File: config.mk
export PLATFORM = sky130hd
export DESIGN_NAME = vrf_rd_stream_flat
export DESIGN_NICKNAME = d
export VERILOG_FILES = /design/src/rtl/vrf_stream_pkg.sv /design/src/rtl/vrf_rd_stream_if.sv /design/src/rtl/vrf_rd_fifo.sv /design/src/rtl/vrf_rd_stream.sv /design/src/flat_wrapper.sv
export SDC_FILE = /design/constraint.sdc
export NUM_CORES = 1
export LEC_CHECK = 0
export CAP_MARGIN = 10
export CORE_UTILIZATION = 57
export CTS_BUF_LIST = sky130_fd_sc_hd__clkbuf_8 sky130_fd_sc_hd__clkbuf_16
export DETAILED_ROUTE_END_ITERATION = 8
export GPL_ROUTABILITY_DRIVEN = 0
export PLACE_DENSITY = 0.88
export SYNTH_ARGS = -nofsm -noshare
export SYNTH_HDL_FRONTEND = slang
export SYNTH_SLANG_ARGS = --single-unit
export TNS_END_PERCENT = 10
File: constraint.sdc
create_clock -name clk -period 13 [get_ports clk]
set_input_delay 1.3 -clock clk [delete_from_list [all_inputs] [get_ports clk]]
set_output_delay 1.3 -clock clk [all_outputs]
set_load 0.05 [all_outputs]
File: src/rtl/vrf_stream_pkg.sv
// Shared types and constants for the VRF read-side stream responder.
// Holds the read tag, latency bound and credit-counter width helper.
package vrf_stream_pkg;

    // Mirrors the VRF address width from the shared interface include.
    localparam int dwidth_RFadd = 8;

    localparam int RD_LAT_MAX = 4;

    typedef struct packed {
        logic valid;
        logic last;
    } vrf_tag_t;

    function automatic int cnt_w(input int depth);
        return $clog2(depth + 1);
    endfunction

endpackage

File: src/rtl/vrf_rd_stream_if.sv
// Request, VRF read port and output stream bundle of vrf_rd_stream.
// slave: the responder; master: generator, VRF and sink side.
interface vrf_rd_stream_if
    import vrf_stream_pkg::*;
#(
    parameter int DWIDTH = 32,
    parameter int AWIDTH = dwidth_RFadd
);
    logic              req_valid;
    logic [AWIDTH-1:0] req_addr;
    logic              req_last;
    logic              stall_rd;
    logic              rf_ren;
    logic [AWIDTH-1:0] rf_raddr;
    logic [DWIDTH-1:0] rf_rdata;
    logic              m_tvalid;
    logic              m_tready;
    logic [DWIDTH-1:0] m_tdata;
    logic              m_tlast;

    modport slave (
        input  req_valid, req_addr, req_last, rf_rdata, m_tready,
        output stall_rd, rf_ren, rf_raddr, m_tvalid, m_tdata, m_tlast
    );

    modport master (
        output req_valid, req_addr, req_last, rf_rdata, m_tready,
        input  stall_rd, rf_ren, rf_raddr, m_tvalid, m_tdata, m_tlast
    );
endinterface

File: src/rtl/vrf_rd_fifo.sv
// Synchronous FIFO with registered count, full and empty flags.
// clr_i empties it in one cycle; storage itself is not reset.
module vrf_rd_fifo
    import vrf_stream_pkg::*;
#(
    parameter int WIDTH = 33,
    parameter int DEPTH = 4
) (
    input  logic                     clk,
    input  logic                     rst_n,
    input  logic                     clr_i,
    input  logic                     push_i,
    input  logic [WIDTH-1:0]         din_i,
    input  logic                     pop_i,
    output logic [WIDTH-1:0]         dout_o,
    output logic [cnt_w(DEPTH)-1:0]  count_o,
    output logic                     full_o,
    output logic                     empty_o
);
    localparam int AW = (DEPTH > 1) ? $clog2(DEPTH) : 1;
    localparam int CW = cnt_w(DEPTH);

    logic [WIDTH-1:0] mem_q [DEPTH];
    logic [AW-1:0]    wr_q, rd_q;
    logic [CW-1:0]    cnt_q, cnt_d;
    logic             full_q, empty_q;
    logic             do_push, do_pop;

    assign do_push = push_i & ~full_q;
    assign do_pop  = pop_i & ~empty_q;

    always_comb begin
        cnt_d = cnt_q;
        if (do_push && !do_pop) begin
            cnt_d = cnt_q + CW'(1);
        end else if (do_pop && !do_push) begin
            cnt_d = cnt_q - CW'(1);
        end
    end

    always_ff @(posedge clk or negedge rst_n) begin
        if (!rst_n) begin
            wr_q    <= '0;
            rd_q    <= '0;
            cnt_q   <= '0;
            full_q  <= 1'b0;
            empty_q <= 1'b1;
        end else if (clr_i) begin
            wr_q    <= '0;
            rd_q    <= '0;
            cnt_q   <= '0;
            full_q  <= 1'b0;
            empty_q <= 1'b1;
        end else begin
            wr_q    <= wr_q + AW'(do_push);
            rd_q    <= rd_q + AW'(do_pop);
            cnt_q   <= cnt_d;
            full_q  <= (cnt_d == CW'(DEPTH));
            empty_q <= (cnt_d == '0);
        end
    end

    always_ff @(posedge clk) begin
        if (do_push && !clr_i) begin
            mem_q[wr_q] <= din_i;
        end
    end

    assign dout_o  = mem_q[rd_q];
    assign count_o = cnt_q;
    assign full_o  = full_q;
    assign empty_o = empty_q;
endmodule

File: src/rtl/vrf_rd_stream.sv
// VRF read responder: credit-gated requests, latency-aligned capture, stream out.
// Define VRF_RD_STREAM_PERF_EN to add the saturating stall_cycles counter.
module vrf_rd_stream
    import vrf_stream_pkg::*;
#(
    parameter int DWIDTH     = 32,
    parameter int AWIDTH     = dwidth_RFadd,
    parameter int RD_LAT     = 2,
    parameter int FIFO_DEPTH = 4
) (
    input  logic            clk,
    input  logic            rst_n,
    input  logic            flush,
    output logic            busy,
    vrf_rd_stream_if.slave  bus
`ifdef VRF_RD_STREAM_PERF_EN
    ,
    output logic [31:0]     stall_cycles
`endif
);
    localparam int CW = cnt_w(FIFO_DEPTH);
    localparam int FW = DWIDTH + 1;
    localparam logic [CW:0] DEPTH_C = (CW + 1)'(FIFO_DEPTH);

    if (RD_LAT < 1 || RD_LAT > RD_LAT_MAX ||
        FIFO_DEPTH < RD_LAT + 1 ||
        (FIFO_DEPTH & (FIFO_DEPTH - 1)) != 0) begin : g_bad_cfg
        $error("vrf_rd_stream: illegal RD_LAT/FIFO_DEPTH");
    end

    vrf_tag_t [RD_LAT-1:0] pipe_q, pipe_d;
    logic [CW-1:0]         fifo_cnt, inflight;
    logic [CW:0]           credit;
    logic [FW-1:0]         fifo_dout;
    logic [AWIDTH-1:0]     raddr;
    logic                  stall, accept, push, pop;
    logic                  fifo_full, fifo_empty;

    always_comb begin
        inflight = '0;
        for (int i = 0; i < RD_LAT; i++) begin
            if (pipe_q[i].valid) inflight = inflight + CW'(1);
        end
    end

    // Credits use only registered state, so a pop pays back next cycle.
    assign credit = {1'b0, fifo_cnt} + {1'b0, inflight};
    assign stall  = flush | (credit >= DEPTH_C);
    assign accept = bus.req_valid & ~stall;
    assign raddr  = accept ? bus.req_addr : '0;

    assign bus.stall_rd = stall;
    assign bus.rf_ren   = accept;
    assign bus.rf_raddr = raddr;

    always_comb begin
        pipe_d = pipe_q;
        pipe_d[0].valid = accept;
        pipe_d[0].last  = accept & bus.req_last;
        for (int i = 1; i < RD_LAT; i++) begin
            pipe_d[i] = pipe_q[i-1];
        end
    end

    always_ff @(posedge clk or negedge rst_n) begin
        if (!rst_n) begin
            pipe_q <= '0;
        end else if (flush) begin
            pipe_q <= '0;
        end else begin
            pipe_q <= pipe_d;
        end
    end

    assign push = pipe_q[RD_LAT-1].valid;
    assign pop  = ~fifo_empty & bus.m_tready;

    vrf_rd_fifo #(
        .WIDTH (FW),
        .DEPTH (FIFO_DEPTH)
    ) u_fifo (
        .clk     (clk),
        .rst_n   (rst_n),
        .clr_i   (flush),
        .push_i  (push),
        .din_i   ({pipe_q[RD_LAT-1].last, bus.rf_rdata}),
        .pop_i   (pop),
        .dout_o  (fifo_dout),
        .count_o (fifo_cnt),
        .full_o  (fifo_full),
        .empty_o (fifo_empty)
    );

    assign bus.m_tvalid = ~fifo_empty;
    assign {bus.m_tlast, bus.m_tdata} = fifo_empty ? '0 : fifo_dout;
    assign busy = (inflight != '0) | ~fifo_empty;

    overflow_a: assert property (
        @(posedge clk) disable iff (!rst_n) !(push && fifo_full && !flush)
    );

`ifdef VRF_RD_STREAM_PERF_EN
    logic [31:0] stall_q, stall_d;

    always_comb begin
        stall_d = stall_q;
        if (bus.req_valid && stall && stall_q != '1) begin
            stall_d = stall_q + 32'd1;
        end
    end

    always_ff @(posedge clk or negedge rst_n) begin
        if (!rst_n) begin
            stall_q <= '0;
        end else begin
            stall_q <= stall_d;
        end
    end

    assign stall_cycles = stall_q;
`endif
endmodule

File: src/flat_wrapper.sv
// flat-port wrapper written by rule: the top's interface ports become plain ports
module vrf_rd_stream_flat import vrf_stream_pkg::*;
#(
    parameter int DWIDTH     = 32,
    parameter int AWIDTH     = dwidth_RFadd,
    parameter int RD_LAT     = 2,
    parameter int FIFO_DEPTH = 4
)
  (clk, rst_n, flush, busy, bus_req_valid, bus_req_addr, bus_req_last, bus_rf_rdata, bus_m_tready, bus_stall_rd, bus_rf_ren, bus_rf_raddr, bus_m_tvalid, bus_m_tdata, bus_m_tlast);
  vrf_rd_stream_if #(.DWIDTH(DWIDTH), .AWIDTH(AWIDTH)) bus_i ();
  input  logic clk;
  input  logic rst_n;
  input  logic flush;
  output logic busy;
  input wire logic [$bits(bus_i.req_valid)-1:0] bus_req_valid;
  input wire logic [$bits(bus_i.req_addr)-1:0] bus_req_addr;
  input wire logic [$bits(bus_i.req_last)-1:0] bus_req_last;
  input wire logic [$bits(bus_i.rf_rdata)-1:0] bus_rf_rdata;
  input wire logic [$bits(bus_i.m_tready)-1:0] bus_m_tready;
  output wire logic [$bits(bus_i.stall_rd)-1:0] bus_stall_rd;
  output wire logic [$bits(bus_i.rf_ren)-1:0] bus_rf_ren;
  output wire logic [$bits(bus_i.rf_raddr)-1:0] bus_rf_raddr;
  output wire logic [$bits(bus_i.m_tvalid)-1:0] bus_m_tvalid;
  output wire logic [$bits(bus_i.m_tdata)-1:0] bus_m_tdata;
  output wire logic [$bits(bus_i.m_tlast)-1:0] bus_m_tlast;
  assign bus_i.req_valid = bus_req_valid;
  assign bus_i.req_addr = bus_req_addr;
  assign bus_i.req_last = bus_req_last;
  assign bus_i.rf_rdata = bus_rf_rdata;
  assign bus_i.m_tready = bus_m_tready;
  assign bus_stall_rd = bus_i.stall_rd;
  assign bus_rf_ren = bus_i.rf_ren;
  assign bus_rf_raddr = bus_i.rf_raddr;
  assign bus_m_tvalid = bus_i.m_tvalid;
  assign bus_m_tdata = bus_i.m_tdata;
  assign bus_m_tlast = bus_i.m_tlast;
  vrf_rd_stream #(.DWIDTH(DWIDTH), .AWIDTH(AWIDTH), .RD_LAT(RD_LAT), .FIFO_DEPTH(FIFO_DEPTH)) u_core (.clk(clk), .rst_n(rst_n), .flush(flush), .busy(busy), .bus(bus_i));
endmodule
---- After elaboration in Yosys (flattened, before gate mapping) ----
Memories as Yosys holds them, arrays and structs flattened.
Cells that the tools add are included.
operators by class
  $add $sub $neg .......................... 6
  $lt $le $gt $ge ......................... 1
  shifts and indexed selects .............. 0
  multipliers ............................. 0
  bitwise logic cells ..................... 10
  equality and inequality tests ........... 1
  div/mod/pow operators ................... 0
  reductions and logical operators ........ 8
  muxes and demuxes ....................... 14
operator list
  operator             number
  $mux 33              1
  $mux 3               4
  $mux 8               1
  $and 1x1->1          5
  $mux 1               5
  $add 2x1->2          2
  $add 3x3->4          1
  $ge 4x3->1 const B   1
  $mux 2               2
  $mux 4               1
  $add 3x1->3 const B  1
  $eq 3x3->1 const B   1
  $logic_and 1x1->1    3
  $logic_not 1->1      3
  $logic_not 3->1      1
  $not 1->1            3
  $reduce_bool 3->1    1
  $sub 3x1->3 const B  1
  $add 1x1->2 const B  1
  $or 1x1->1           2
storage, ports and cells
  bits in latches ......................... 0
  memories kept ........................... 1
  register bits ........................... 13
  memory bits (writable) .................. 132
  bits in read-only memories .............. 0
memory list
  name                 depth  width  read ports  clocked after Yosys merged registers in  wr ports  RTL line           source
  u_core.u_fifo.mem_q  4      33     1           0                                        1         vrf_rd_fifo.sv:23  logic [WIDTH-1:0] mem_q [DEPTH];

---- Longest topological paths before layout ----
  word-level depth ........................ 10
  gate-level depth with buffers ........... 6
  gate-level depth less buffers ........... 5

---- Hierarchy ----
Synthesis repeated with hierarchy kept, for this count alone.
unflattened totals
  cell total of the unflattened synthesis .. 298
  area total of the unflattened synthesis .. 5881.9 µm²
modules (own cells, without submodules)
  module         cells each  area an instance (µm²)  seq. area each (µm²)  times used
  vrf_rd_fifo    232         5335.1                  4190.3                1
  vrf_rd_stream  66          546.8                   100.1                 1

---- Least setup slack after synthesis ----
OpenSTA, ideal clock, no wires.
  path kind ............................... in2reg
  start ................................... input flush
  end ..................................... memory u_core.u_fifo.mem_q[0][0] (enable)
  stages on the path ...................... 2
  arrival ................................. 4765 ps
  setup time .............................. 506 ps
  slack ................................... 7729 ps
  path through ............................ clkbuf_1 > nor4_1
between the ends
  word-level cells in the longest chain between the ends .. 4
ends and longest elaborated chain
  what                          RTL line            source
  from (decl)                   flat_wrapper.sv:13  input logic flush;
  $logic_not 1->1               vrf_rd_fifo.sv:64   if (do_push && !clr_i) begin
  $logic_and 1x1->1             vrf_rd_fifo.sv:64
  $mux 1                        vrf_rd_fifo.sv:64
  $mux 1 (not written as such)  vrf_rd_fifo.sv:65   mem_q[wr_q] <= din_i;
  to (decl)                     vrf_rd_fifo.sv:23
No other way between the ends.

---- Worst setup path in the final report ----
  start ................................... input flush
  end ..................................... output bus_rf_raddr[5]
between the ends
  word-level cells in the longest chain between the ends .. 4
ends and longest elaborated chain
  what         RTL line             source
  $or 1x1->1   vrf_rd_stream.sv:48  assign stall = flush | (credit >= DEPTH_C);
  $not 1->1    vrf_rd_stream.sv:49  assign accept = bus.req_valid & ~stall;
  $and 1x1->1  vrf_rd_stream.sv:49
  $mux 8       vrf_rd_stream.sv:50  assign raddr = accept ? bus.req_addr : '0;
  to (decl)    flat_wrapper.sv:22   output wire logic [$bits(bus_i.rf_raddr)-1:0] bus_rf_raddr;
No other way between the ends.

==> results.py <==
metrics = {
    "outcome": {
        "outcome": "finished clean",
    },
    "final_layout": {
        "stdcell_area_sq_um": 7410,
        "insertedDiodeCount": 0,
        "drive_above_1_share": 0.196,
        "final_util": 0.755,
        "area_growth_pct": 28.2,
        "stdcell_count": 541,
        "fin_nets": 449,
    },
    "sta": {
        "finalCritPeriodShare": 0.385,
        "period_needed_ps": 5010,
        "fmax_mhz": 200,
        "rsz0062_at_grt": "false",
        "tns_ps": 0,
        "setup_viol": 0,
        "max_slew_margin": 0.276,
        "worst_slew_pin_slew_ps": 1080,
        "clock_skew_ps": 10.5,
        "hold_viol": 0,
        "worst_slack_ps": 7990,
        "drv_slew": 0,
    },
    "floorplan": {
        "start_util": 0.589,
        "ios": 91,
        "num_rows": 36,
        "core_sq_um": 9820,
        "die_w_um": 103,
        "dieArea_sq_um": 10500,
        "die_h_um": 103,
    },
    "pwr": {
        "switchingPower_uw": 325,
        "clkPwrFrac": 0.384,
        "p_int_uw": 900,
        "leakage_nw": 2.49,
        "p_seq_frac": 0.432,
        "ir_drop_mv": 0.110,
        "p_sw_frac": 0.265,
        "powerDensity_nw_per_um2": 165,
        "comb_power_share": 0.184,
    },
    "synth": {
        "ys_ff_latch": 145,
        "syn_inst": 298,
        "synth_warnings": 0,
        "synth_top_area_share": 0.686,
        "synth_area_sq_um": 5780,
        "synth-edff-count": 132,
        "synthTopCellsByCount": "edfxtp_1, and2_1, mux4_2, dfrtp_1, nor2_1",
        "async_flop_share": 0.0897,
        "yosysTopAreaCell": "edfxtp_1",
        "synth_ff_type": "edfxtp_1",
        "ys_top_cells_by_area": "edfxtp_1, mux4_2, dfrtp_1",
        "ys_seq_area_frac": 0.742,
        "syn-num-nets": 351,
        "syn_area_per_cell_sq_um": 19.4,
        "yosysMostFrequentCell": "edfxtp_1",
        "yosysUniqueCellTypes": 34,
    },
    "route": {
        "firstDrtPassIters": 4,
        "drc": 0,
        "wirelength_mm": 10.4,
        "drt_iter0_markers": 164,
        "ant_nets": 0,
        "vias": 2997,
        "viasPerCell": 5.54,
        "routedWlPerCell_um": 19.2,
    },
    "placed_design": {
        "place_inst": 510,
        "dp_slack_ps": 7990,
        "dp_hpwl_mm": 6.08,
        "portBuffers": 90,
        "dpl_cell_area_sq_um": 6830,
    },
    "worst_setup_path": {
        "r2r_cells": 4,
        "cp.buffers_inverters": 2,
        "startpoint": "flush",
        "cp_data_arrival_time_ps": 3710,
        "end_kind": "primary output",
        "cpMaxStageDelayCell": "clkdlybuf4s50_1",
        "cp_top_family": "buffers and inverters",
        "reg2reg_from": "u_core.u_fifo.full_o",
        "cp-start-kind": "input port",
        "crit_path_frequent_cell": "clkdlybuf4s50_1",
        "rr_endpoint": "u_core.u_fifo.mem_q[2][21]",
        "rrSetupSlack_ps": 10710,
        "slowest_delay_ps": 800,
        "criticalPathCategory": "input port to primary output",
        "cp_cell_sequence": "clkdlybuf4s50_1 > nor3_1 > and3_1 > and2_1 > clkdlybuf4s50_1",
        "crit_fanout": 14,
        "worstPathRequired_ps": 11700,
    },
    "clock_network": {
        "cts_tree": "yes",
        "cts_sinks": 145,
        "clk_path_buf_depth": 2,
        "cts_root_buf": "clkbuf_8",
        "post_cts_resized": 0,
        "worstSkewPairLatency_ps": 510,
        "clkTransAtPathRegs_ps": 60,
        "post_cts_buffers": 0,
        "cts.htree.levels": 4,
        "cts_made_buffers": 17,
        "cts_hold_buf": 0,
    },
    "global_route": {
        "grt.overflow.total": 0,
        "antenna_found_initial": 0,
        "grt_pass1_vias": 3181,
        "grt_max_degree": 35,
        "grt_first_pass_wirelength_mm": 16.0,
        "gr-usage-all-layers": 0.218,
    },
    "run": {
        "drv_cap": 0,
    },
    "min_path": {
        "holdCritStartpoint": "u_core.pipe_d[2]",
        "whs_path_depth": 1,
        "holdCritPathClass": "flip-flop to flip-flop",
        "whs_endpoint": "u_core.pipe_q[2]",
    },
}
## metal layers
layer,wire (um),GRT usage,up-vias,share of wire
li1,-,-,1361,-
met1,4150,0.255,1509,0.40
met2,5550,0.387,113,0.54
met3,538,0.0624,14,0.052
met4,123,0.0725,0,0.012
met5,0,0,-,0
## metrics by stage
| step | hold slack (ps) | power [mW] |
|---|---|---|
| final | 484 | 1.22 |
| after global routing | 524 | 1.27 |
| after CTS | 483 | 1.23 |
| after detailed placement | 464 | 0.765 |
| after global placement | 466 | 0.761 |
| after floorplan | 439 | 0.688 |
## power groups by stage
| stage | sequential [mW] | clock, mW | combinational (mW) |
|---|---|---|---|
| after floorplan | 0.532 | 0 | 0.156 |
| after global placement | 0.538 | 0 | 0.222 |
| after detailed placement | 0.539 | 0 | 0.226 |
| after CTS | 0.529 | 0.477 | 0.228 |
| after global routing | 0.531 | 0.498 | 0.240 |
| final | 0.529 | 0.470 | 0.225 |
## state kept, by name (all words and copies together), names as in the netlist
signal,count
u_core.pipe_d,2
u_core.u_fifo.rd_q,2
u_core.u_fifo.full_o,1
u_core.u_fifo.mem_q,132
u_core.pipe_q,1
u_core.u_fifo.wr_q,2
u_core.u_fifo.empty_o,1
u_core.push,1
u_core.u_fifo.count_o,3
## logic make-up after synthesis
| kind of cell | Yosys count | synth area share |
|---|---|---|
| flip-flops | 145 | 0.742 |
| AO/OA/AOI/OAI | 6 | 0.00887 |
| adder cells (fa/ha/maj) | 7 | 0.0152 |
| multiplexers | 33 | 0.129 |
| XOR/XNOR | 4 | 0.00736 |
| buffers and inverters | 22 | 0.0165 |
| AND/OR/NAND/NOR | 81 | 0.0814 |
## area by class of cell
class,instances,area [sq um]
Tap cell,133,166
Clock buffer,17,414
Clock inverter,14,165
Inverter,8,30.0
Multi-Input combinational cell,131,1420
Timing Repair Buffer,93,923
Sequential cell,145,4290
Fill cell,574,2410
## cell usage in the layout, fill, tap and decap left out, drive strengths merged, types with 4 or more instances in the layout
cell type,instances
dfrtp,12
clkbuf,17
nor2,9
edfxtp,132
inv,11
clkinv,7
ha,7
mux4,33
and3,4
xnor2,4
and2,42
clkdlybuf4s50,90
nand2,8
## worst max-delay path by stage
stage	end	slack [ps]	cells after the start
after global placement	bus_rf_raddr[6]	8110	5
final	bus_rf_raddr[5]	7990	5
after detailed placement	bus_rf_raddr[2]	7990	5
after global routing	bus_rf_raddr[5]	7820	5
after floorplan	u_core.u_fifo.mem_q[0][0]	7730	2
after CTS	bus_rf_raddr[3]	7990	5
Power figures use the tool's default switching activity.
